[src/rtl/wb_mem_2_ppfifo.sv]
// wb_mem_2_ppfifo
// Wishbone-master read engine. Drains two host-programmed memory banks
// (bank 0 / bank 1) word by word into the write side of a ping-pong FIFO.
//
// Ports
//   clk, rst                      system clock, synchronous active-high reset
//   i_enable                      core enable
//   i_memory_N_base/size          word base address and length of bank N (size 0 = unused)
//   i_memory_N_new_data           one-cycle pulse: bank N freshly filled, rearm it
//   o_memory_N_count/empty        words left in bank N / bank N has nothing to read
//   o_read_finished               one-cycle pulse when a bank has been fully drained
//   o_mem_*, i_mem_*              Wishbone master (read only)
//   i_ppfifo_rdy/o_ppfifo_act     PPFIFO write-side buffer handshake
//   i_ppfifo_size                 capacity of the owned buffer
//   o_ppfifo_stb/o_ppfifo_data    PPFIFO write strobe and data
//
// state    | meaning
// ---------+-------------------------------------------------------------
// IDLE     | no bus cycle; pick an armed bank with words left
// REQUEST  | wait for an owned FIFO buffer with room, then raise cyc/stb
// WAIT_ACK | strobe held until the slave acknowledges
// NEXT     | word stored; decide bank end / buffer full / pause / continue
// FINISHED | bank drained; o_read_finished high for this one cycle
module wb_mem_2_ppfifo (
    input  logic        clk,
    input  logic        rst,
    input  logic        i_enable,
    input  logic [31:0] i_memory_0_base,
    input  logic [31:0] i_memory_0_size,
    input  logic        i_memory_0_new_data,
    output logic [31:0] o_memory_0_count,
    output logic        o_memory_0_empty,
    input  logic [31:0] i_memory_1_base,
    input  logic [31:0] i_memory_1_size,
    input  logic        i_memory_1_new_data,
    output logic [31:0] o_memory_1_count,
    output logic        o_memory_1_empty,
    output logic        o_read_finished,
    output logic        o_mem_we,
    output logic        o_mem_stb,
    output logic        o_mem_cyc,
    output logic [3:0]  o_mem_sel,
    output logic [31:0] o_mem_adr,
    output logic [31:0] o_mem_dat,
    input  logic [31:0] i_mem_dat,
    input  logic        i_mem_ack,
    input  logic        i_mem_int,
    input  logic [1:0]  i_ppfifo_rdy,
    output logic [1:0]  o_ppfifo_act,
    input  logic [23:0] i_ppfifo_size,
    output logic        o_ppfifo_stb,
    output logic [31:0] o_ppfifo_data
);

    typedef enum logic [2:0] {
        IDLE     = 3'd0,
        REQUEST  = 3'd1,
        WAIT_ACK = 3'd2,
        NEXT     = 3'd3,
        FINISHED = 3'd4
    } state_t;

    state_t      state_q, state_d;
    logic [31:0] ptr_q [2];
    logic [31:0] ptr_d [2];
    logic [1:0]  armed_q, armed_d;
    logic        bank_q, bank_d;
    logic        last_q, last_d;
    logic [23:0] fifo_cnt_q, fifo_cnt_d;
    logic        cyc_q, cyc_d;
    logic        stb_q, stb_d;
    logic [31:0] adr_q, adr_d;
    logic [1:0]  act_q, act_d;
    logic        pf_stb_q, pf_stb_d;
    logic [31:0] pf_data_q, pf_data_d;
    logic        fin_q, fin_d;

    logic [31:0] base  [2];
    logic [31:0] size  [2];
    logic [31:0] count [2];
    logic        busy;
    logic        pref;

    logic        unused_int;
    assign unused_int = i_mem_int;

    assign base[0] = i_memory_0_base;
    assign base[1] = i_memory_1_base;
    assign size[0] = i_memory_0_size;
    assign size[1] = i_memory_1_size;

    assign count[0] = (size[0] == 32'd0) ? 32'd0 : size[0] - ptr_q[0];
    assign count[1] = (size[1] == 32'd0) ? 32'd0 : size[1] - ptr_q[1];

    assign o_memory_0_count = count[0];
    assign o_memory_1_count = count[1];
    assign o_memory_0_empty = (count[0] == 32'd0) || (size[0] == 32'd0);
    assign o_memory_1_empty = (count[1] == 32'd0) || (size[1] == 32'd0);

    // A bank is "in use" from selection until the FSM returns to IDLE;
    // rearm pulses for it during that window are dropped.
    assign busy = (state_q != IDLE);
    // Alternate between banks; last_q resets to 1 so bank 0 goes first.
    assign pref = ~last_q;

    assign o_mem_we      = 1'b0;
    assign o_mem_sel     = 4'hF;
    assign o_mem_dat     = 32'd0;
    assign o_mem_cyc     = cyc_q;
    assign o_mem_stb     = stb_q;
    assign o_mem_adr     = adr_q;
    assign o_ppfifo_act  = act_q;
    assign o_ppfifo_stb  = pf_stb_q;
    assign o_ppfifo_data = pf_data_q;
    assign o_read_finished = fin_q;

    always_comb begin
        state_d    = state_q;
        ptr_d[0]   = ptr_q[0];
        ptr_d[1]   = ptr_q[1];
        armed_d    = armed_q;
        bank_d     = bank_q;
        last_d     = last_q;
        fifo_cnt_d = fifo_cnt_q;
        cyc_d      = cyc_q;
        stb_d      = stb_q;
        adr_d      = adr_q;
        act_d      = act_q;
        pf_stb_d   = 1'b0;
        pf_data_d  = pf_data_q;
        fin_d      = 1'b0;

        if (i_memory_0_new_data && !(busy && bank_q == 1'b0)) begin
            ptr_d[0]   = 32'd0;
            armed_d[0] = 1'b1;
        end
        if (i_memory_1_new_data && !(busy && bank_q == 1'b1)) begin
            ptr_d[1]   = 32'd0;
            armed_d[1] = 1'b1;
        end

        // Buffer acquire runs in every state; act_q is only ever zero here
        // when no buffer is owned, so it never fights a release below.
        if (i_enable && act_q == 2'b00 && i_ppfifo_rdy != 2'b00) begin
            act_d      = i_ppfifo_rdy[0] ? 2'b01 : 2'b10;
            fifo_cnt_d = 24'd0;
        end

        case (state_q)
            IDLE: begin
                cyc_d = 1'b0;
                stb_d = 1'b0;
                if (i_enable) begin
                    if (armed_q[pref] && count[pref] != 32'd0) begin
                        bank_d  = pref;
                        state_d = REQUEST;
                    end else if (armed_q[last_q] && count[last_q] != 32'd0) begin
                        bank_d  = last_q;
                        state_d = REQUEST;
                    end
                end
            end
            REQUEST: begin
                if (!i_enable) begin
                    // Disabled before the beat started: park, keeping ptr.
                    cyc_d   = 1'b0;
                    if (fifo_cnt_q != 24'd0) act_d = 2'b00;
                    state_d = IDLE;
                end else if (act_q != 2'b00 && fifo_cnt_q < i_ppfifo_size) begin
                    cyc_d   = 1'b1;
                    stb_d   = 1'b1;
                    adr_d   = base[bank_q] + ptr_q[bank_q];
                    state_d = WAIT_ACK;
                end else begin
                    cyc_d = 1'b0;
                end
            end
            WAIT_ACK: begin
                if (i_mem_ack && stb_q) begin
                    pf_data_d     = i_mem_dat;
                    pf_stb_d      = 1'b1;
                    ptr_d[bank_q] = ptr_q[bank_q] + 32'd1;
                    fifo_cnt_d    = fifo_cnt_q + 24'd1;
                    stb_d         = 1'b0;
                    state_d       = NEXT;
                end
            end
            NEXT: begin
                if (count[bank_q] == 32'd0) begin
                    cyc_d           = 1'b0;
                    armed_d[bank_q] = 1'b0;
                    if (fifo_cnt_q != 24'd0) act_d = 2'b00;
                    last_d          = bank_q;
                    fin_d           = 1'b1;
                    state_d         = FINISHED;
                end else if (fifo_cnt_q == i_ppfifo_size) begin
                    cyc_d   = 1'b0;
                    act_d   = 2'b00;
                    state_d = REQUEST;
                end else if (!i_enable) begin
                    cyc_d   = 1'b0;
                    if (fifo_cnt_q != 24'd0) act_d = 2'b00;
                    state_d = IDLE;
                end else begin
                    state_d = REQUEST;
                end
            end
            FINISHED: begin
                state_d = IDLE;
            end
            default: begin
                cyc_d   = 1'b0;
                stb_d   = 1'b0;
                state_d = IDLE;
            end
        endcase
    end

    always_ff @(posedge clk) begin
        if (rst) begin
            state_q    <= IDLE;
            ptr_q[0]   <= 32'd0;
            ptr_q[1]   <= 32'd0;
            armed_q    <= 2'b00;
            bank_q     <= 1'b0;
            last_q     <= 1'b1;
            fifo_cnt_q <= 24'd0;
            cyc_q      <= 1'b0;
            stb_q      <= 1'b0;
            adr_q      <= 32'd0;
            act_q      <= 2'b00;
            pf_stb_q   <= 1'b0;
            pf_data_q  <= 32'd0;
            fin_q      <= 1'b0;
        end else begin
            state_q    <= state_d;
            ptr_q[0]   <= ptr_d[0];
            ptr_q[1]   <= ptr_d[1];
            armed_q    <= armed_d;
            bank_q     <= bank_d;
            last_q     <= last_d;
            fifo_cnt_q <= fifo_cnt_d;
            cyc_q      <= cyc_d;
            stb_q      <= stb_d;
            adr_q      <= adr_d;
            act_q      <= act_d;
            pf_stb_q   <= pf_stb_d;
            pf_data_q  <= pf_data_d;
            fin_q      <= fin_d;
        end
    end

endmodule

[config.mk]
export PLATFORM = sky130hd
export DESIGN_NAME = wb_mem_2_ppfifo
export DESIGN_NICKNAME = d
export VERILOG_FILES = /design/src/rtl/wb_mem_2_ppfifo.sv
export SDC_FILE = /design/constraint.sdc
export NUM_CORES = 1
export LEC_CHECK = 0
export ABC_AREA = 1
export BUFFER_PORTS_ARGS = -buffer_cell sky130_fd_sc_hd__buf_2
export CORE_MARGIN = 2
export CORE_UTILIZATION = 50
export DETAILED_ROUTE_END_ITERATION = 7
export PLACE_DENSITY = 0.74
export REMOVE_ABC_BUFFERS = 1
export SYNTH_ARGS = -nofsm -noshare
export SYNTH_HDL_FRONTEND = slang
export SYNTH_SLANG_ARGS = --single-unit
export TNS_END_PERCENT = 20
[constraint.sdc]
create_clock -name clk -period 9.5 [get_ports clk]
set_clock_uncertainty 0.2 [all_clocks]
set_input_delay 2.85 -clock clk [delete_from_list [all_inputs] [get_ports clk]]
set_output_delay 2.85 -clock clk [all_outputs]
set_load 0.02 [all_outputs]
-- After elaboration in Yosys (flattened, before gate mapping)
Memories as Yosys holds them, arrays and structs flattened. A register that Yosys moved wholly into a read port is not among the register bits.
Cells that the tools add are included.
- add/subtract/negate cells: 5
- $lt $le $gt $ge: 9
- equality and inequality tests: 12
- mux-type cells: 72
- bitwise operators: 13
- reductions and logical operators: 41
- operators with widths (operator ; number):
    two-way mux 32 bit ; 19
    zero test 32 bit ; 5
    two-way mux 64 bit ; 2
    two-way mux 24 bit ; 3
    bitwise mux 64 bit ; 1
    nonzero test 32 bit ; 2
    subtractor 32 bit ; 2
    adder 32 x 1 -> 32 bit (second input constant) ; 1
    adder 32 bit ; 1
    demux 32 bit (select 1 bit) ; 1
    two-way mux 1 bit ; 26
    adder 24 x 1 -> 24 bit (second input constant) ; 1
    equality test 24 bit ; 1
    < comparator 24 bit ; 1
    nonzero test 24 bit ; 1
    two-way mux 3 bit ; 7
    two-way mux 2 bit ; 8
    logical AND 1 bit ; 12
    one-hot mux 3 bit (4 select lines) ; 1
    != test 2 bit (second input constant) ; 4
    AND reduction 4 bit ; 2
    OR reduction 2 bit ; 4
    equality test 3 x 2 -> 1 bit (second input constant) ; 2
    greater-or-equal comparator 2 bit (second input constant) ; 3
    other kinds (23) ; 42
- bits in registers: 101
- memory bits (writable): 64
- input port bits: 193
- word-level logic and storage cells: 165
- memories kept: 1
- memory list (name ; words ; bits a word ; rd ports ; clocked after Yosys merged registers in ; wr ports ; RTL line ; RTL):
    ptr_q ; 2 ; 32 ; 3 ; 1 ; 2 ; 64 ; logic [31:0] ptr_q [2];

-- Logic depth before layout (Yosys ltp)
An unclocked memory read counts as a cell.
- depth after elaboration: 12
- gate-level depth with buffers: 25
- depth with buffers taken out: 25

-- Worst setup path before layout
OpenSTA, ideal clock, no wires.
- path type: input to output
- from: input i_memory_1_size[0]
- to: output o_memory_1_empty
- arrival: 4850 ps
- required time: 6450 ps
- path slack: 1600 ps
- stages on the path: 15
- cell sequence: inv_1 -> ha_1 -> fa_1 -> inv_1 -> nand3_1 -> nand3_1 -> xnor2_1 -> inv_1 -> nand2_1 -> inv_1 -> nor3_1 -> nand3_1 -> nor3_1 -> nand2_1 -> inv_1
- cells in the longest elaborated chain, start to end: 4
- elaborated cells between the ends (all ways): 5
- classes of those cells: add/sub (1); mux (1); reduce/logical (3)
- RTL lines (element ; RTL line ; RTL):
    from (decl) ; 34 ; input logic [31:0] i_memory_1_size,
    subtractor 32 bit / zero test 32 bit (equally long branches) ; 93 ; assign count[1] = (size[1] == 32'd0) ? 32'd0 : size[1] - ptr_q[1];
    two-way mux 32 bit * ; 93 ;
    via o_memory_1_count[4] ; 36 ; output logic [31:0] o_memory_1_count,
    zero test 32 bit * ; 98 ; assign o_memory_1_empty = (count[1] == 32'd0) || (size[1] == 32'd0);
    logical OR 1 bit * ; 98 ;
    to (decl) ; 37 ; output logic o_memory_1_empty,
Mark *: on every way through the listed nets, which the timed path passes. The rest lies on a longest branch.

-- Final worst setup path
- from: input i_memory_1_size[0]
- to: output o_memory_1_empty
- cells in the longest elaborated chain, start to end: 4
- elaborated cells between the ends (all ways): 5
- classes of those cells: add/sub (1); mux (1); reduce/logical (3)
- RTL lines (element ; RTL line):
    subtractor 32 bit / zero test 32 bit (equally long branches) ; 93, 98
    two-way mux 32 bit ; 93
    zero test 32 bit ; 98
    logical OR 1 bit * ; 98
Every way passes the cells marked *; elsewhere a longest branch is shown, timed or not.

==> flow_metrics.py <==
metrics = {
    "power_and_ir_drop": {
        "p_total_uw": 2555,
        "pwr-share-clk": 0.280,
        "ir_drop_uv": 128.8,
        "p_leak_uw": 0.01155,
        "pwr-share-comb": 0.432,
        "power_density_nw_per_um2": 125.4,
        "internal_power_uw": 1437,
        "power_switching_uw": 1119,
        "p_sw_frac": 0.4378,
        "seqPwrFrac": 0.288,
    },
    "floorplanning": {
        "coreArea_um2": 35480,
        "die_h_um": 193.7,
        "dieArea_um2": 37500,
        "rows": 69,
        "ioPinCount": 366,
        "die_w_um": 193.7,
        "start_util": 0.5068,
    },
    "grt": {
        "globalRouteTotalUtil": 0.3101,
        "grt_pass1_vias": 18400,
        "grt_first_pass_wirelength_um": 94300,
        "grt_max_degree": 92,
        "gr-total-overflow": 0,
        "antenna_found_initial": 5,
    },
    "cts": {
        "cts_root_buf": "clkbuf_16",
        "post_cts_buffers": 0,
        "numClockSinks": 166,
        "cts_tree": "done",
        "cts.clk_slew.worst_paths_ns": 0.07,
        "cts_inserted_buffers": 17,
        "cts_hold_buffers": 0,
        "htreeDepth": 4,
        "clock_latency_ns": 0.46,
        "post_cts_resize_count": 0,
        "cts_max_path_buffers": 2,
    },
    "finish": {
        "drive_gt1_frac": 0.1436,
        "num-nets-final": 3704,
        "area_growth_syn_to_layout_pct": 13.33,
        "final_util": 0.5744,
        "num-fill-cells": 3699,
        "fin_area_um2": 20380,
    },
    "synthesis": {
        "synth_top_area_cell": "dfxtp_1",
        "syn_area_per_cell_um2": 5.766,
        "ys_seq_elements": 166,
        "synthMostInstantiatedCell": "nand2_1",
        "ys_seq_area_frac": 0.1848,
        "syn-instance-count": 3119,
        "synth_async_sr_flop_share": 0,
        "synth_warnings": 0,
        "synth_edf_count": 0,
        "ys_types": 64,
        "yosys_most_used_dff": "dfxtp_1",
        "synth_area_leaders": "dfxtp_1 18%, nand2_1 17%, inv_1 12%",
        "synth_commonest_cells": "829 x nand2_1, 586 x inv_1, 312 x nor2_1, 187 x nand3_1, 185 x o21ai_0",
        "syn_area_um2": 17980,
        "synth_top_area_frac": 0.1848,
    },
    "sta": {
        "tightest_slew_ns": 0.9669,
        "rsz0062_at_grt": "no",
        "fmax_mhz": 114.6,
        "final_hold_viol_count": 0,
        "period_share": 0.9189,
        "fin_ws_ns": 0.7705,
        "finalCriticalPeriod_ns": 8.730,
        "final.setup.tns_ns": 0,
        "drv_slew": 0,
        "slew_headroom": 0.3545,
        "setup_violations": 0,
    },
    "placed_design": {
        "placed_cell_area_um2": 19750,
        "port-buffer-count": 327,
        "dp_hpwl_um": 48760,
        "gp_congestion": 0.9676,
        "place_ws_ns": 0.7973,
    },
    "setup_path": {
        "worstPathArrival_ns": 5.68,
        "reg2reg_setup_slack_ns": 5.17,
        "critPathRequiredTime_ns": 6.45,
        "worstSetupPathType": "in2out",
        "timing.rr.end": "o_mem_adr[30]",
        "worst-path-max-fanout": 3,
        "start_kind": "input port",
        "endpoint_kind": "output port",
        "r2r_cells": 16,
    },
    "worst_hold_path": {
        "holdPathStages": 2,
        "hold_end": "o_mem_adr[0]",
        "hold_class": "reg2reg",
        "hp-start": "o_mem_adr[0]",
    },
    "detailed_routing": {
        "dr.pass1.iters": 6,
        "vias": 20240,
        "drt_iter0_markers": 1468,
        "postRouteAntennaNets": 0,
        "drc": 0,
        "viasPerCell": 5.238,
        "routed_wl_um": 59650,
        "wire_per_inst_um": 15.43,
    },
    "job": {
        "drv_cap": 0,
    },
    "status": {
        "status": "finished clean",
    },
}
through the flow:
stage | instances | hold WS (ns)
after floorplan | 3026 | 0.2421
after global placement | 3828 | 0.2543
after detailed placement | 3828 | 0.2679
after CTS | 3860 | 0.2774
after global routing | 3862 | 0.3020
final | 3865 | 0.2800
critical path, cell delays in order:
cell and delay, ns:
buf_2 0.08, inv_1 0.06, ha_1 0.22, fa_1 0.43
inv_1 0.12, nand3_1 0.08, nand3_1 0.16, xnor2_1 0.14
inv_1 0.05, nand2_1 0.11, inv_1 0.07, nor3_1 0.18
nand3_1 0.13, nor3_1 0.59, nand2_1 0.17, inv_1 0.09
buf_2 0.16
final cells by class:
type                    instances  area (um2)  area share
multi-input cells            2253       11820      0.5801
flip-flops and latches        166        3326      0.1632
inverters                     607        2281      0.1119
repair buffers                341        1742     0.08546
well taps                     461       576.8     0.02830
clock buffers                  17       425.4     0.02087
clock inverters                15       195.2    0.009577
diodes                          5       12.51   0.0006139
power groups by stage:
| stage | clock [uW] | sequential (uW) | combinational, uW |
|---|---|---|---|
| finish | 715 | 736 | 1100 |
| global route | 753 | 739 | 1230 |
| CTS | 725 | 736 | 1090 |
| detailed placement | 0 | 752 | 1080 |
| global placement | 0 | 751 | 1070 |
| floorplan | 0 | 786 | 741 |
per-layer routing:
layer | up-vias | GRT usage | share of wire
met5 | - | 0 | 0.00023
met4 | 2 | 0.1063 | 0.029
met3 | 84 | 0.03705 | 0.069
met2 | 692 | 0.4988 | 0.44
met1 | 9099 | 0.4292 | 0.46
li1 | 10370 | - | -
layout by cell type, fill, tap and decap left out, drive strengths merged, types with 2 or more instances in the layout:
| cell type | count |
|---|---|
| nand4 | 102 |
| nand3 | 209 |
| buf | 341 |
| ha | 122 |
| nor3 | 31 |
| a22oi | 4 |
| a31oi | 7 |
| a21oi | 162 |
| o21ai | 210 |
| a32oi | 2 |
| mux2i | 22 |
| diode | 5 |
| o211ai | 21 |
| xor2 | 37 |
| clkbuf | 17 |
| a211oi | 4 |
| and2 | 3 |
| nand3b | 9 |
| inv | 610 |
| a21boi | 5 |
| o21bai | 5 |
| nor4 | 19 |
| nor2 | 333 |
| xnor2 | 24 |
| fa | 3 |
| nand2 | 852 |
| dfxtp | 166 |
| clkinv | 11 |
| o21a | 4 |
| a221oi | 6 |
| a21o | 5 |
| or2 | 6 |
| conb | 37 |
logic make-up after synthesis:
kind of cell	after synthesis	share of synthesized area
AO/OA/AOI/OAI	441	0.1357
XOR/XNOR	61	0.02971
adder cells (fa/ha/maj)	125	0.08822
buffers and inverters	735	0.1651
flip-flops	166	0.1848
multiplexers	22	0.01225
other	2	0.0004176
AND/OR/NAND/NOR	1567	0.3838
worst max-delay path by stage:
stage / startpoint / to / slack (ns) / cells past startpoint
after floorplan: i_memory_1_size[16] / o_memory_1_empty / 0.54 / 11
after global placement: i_memory_1_size[0] / o_memory_1_empty / 0.88 / 17
after detailed placement: i_memory_1_size[0] / o_memory_1_empty / 0.80 / 16
after CTS: i_memory_1_size[0] / o_memory_1_empty / 0.81 / 16
after global routing: i_memory_1_size[0] / o_memory_1_empty / 0.60 / 16
final: i_memory_1_size[0] / o_memory_1_empty / 0.77 / 17
flip-flops by register name (all words and copies together), names as in the netlist, named ones only:
| signal | flops |
|---|---|
| ptr_q | 64 |
| o_mem_adr | 32 |
| o_ppfifo_data | 32 |
| fifo_cnt_q | 24 |
| state_q | 3 |
| armed_q | 2 |
| o_ppfifo_act | 2 |
| bank_q | 1 |
| last_q | 1 |
| o_mem_cyc | 1 |
| o_mem_stb | 1 |
| o_ppfifo_stb | 1 |
| o_read_finished | 1 |
(Power assumes the default switching activity.)
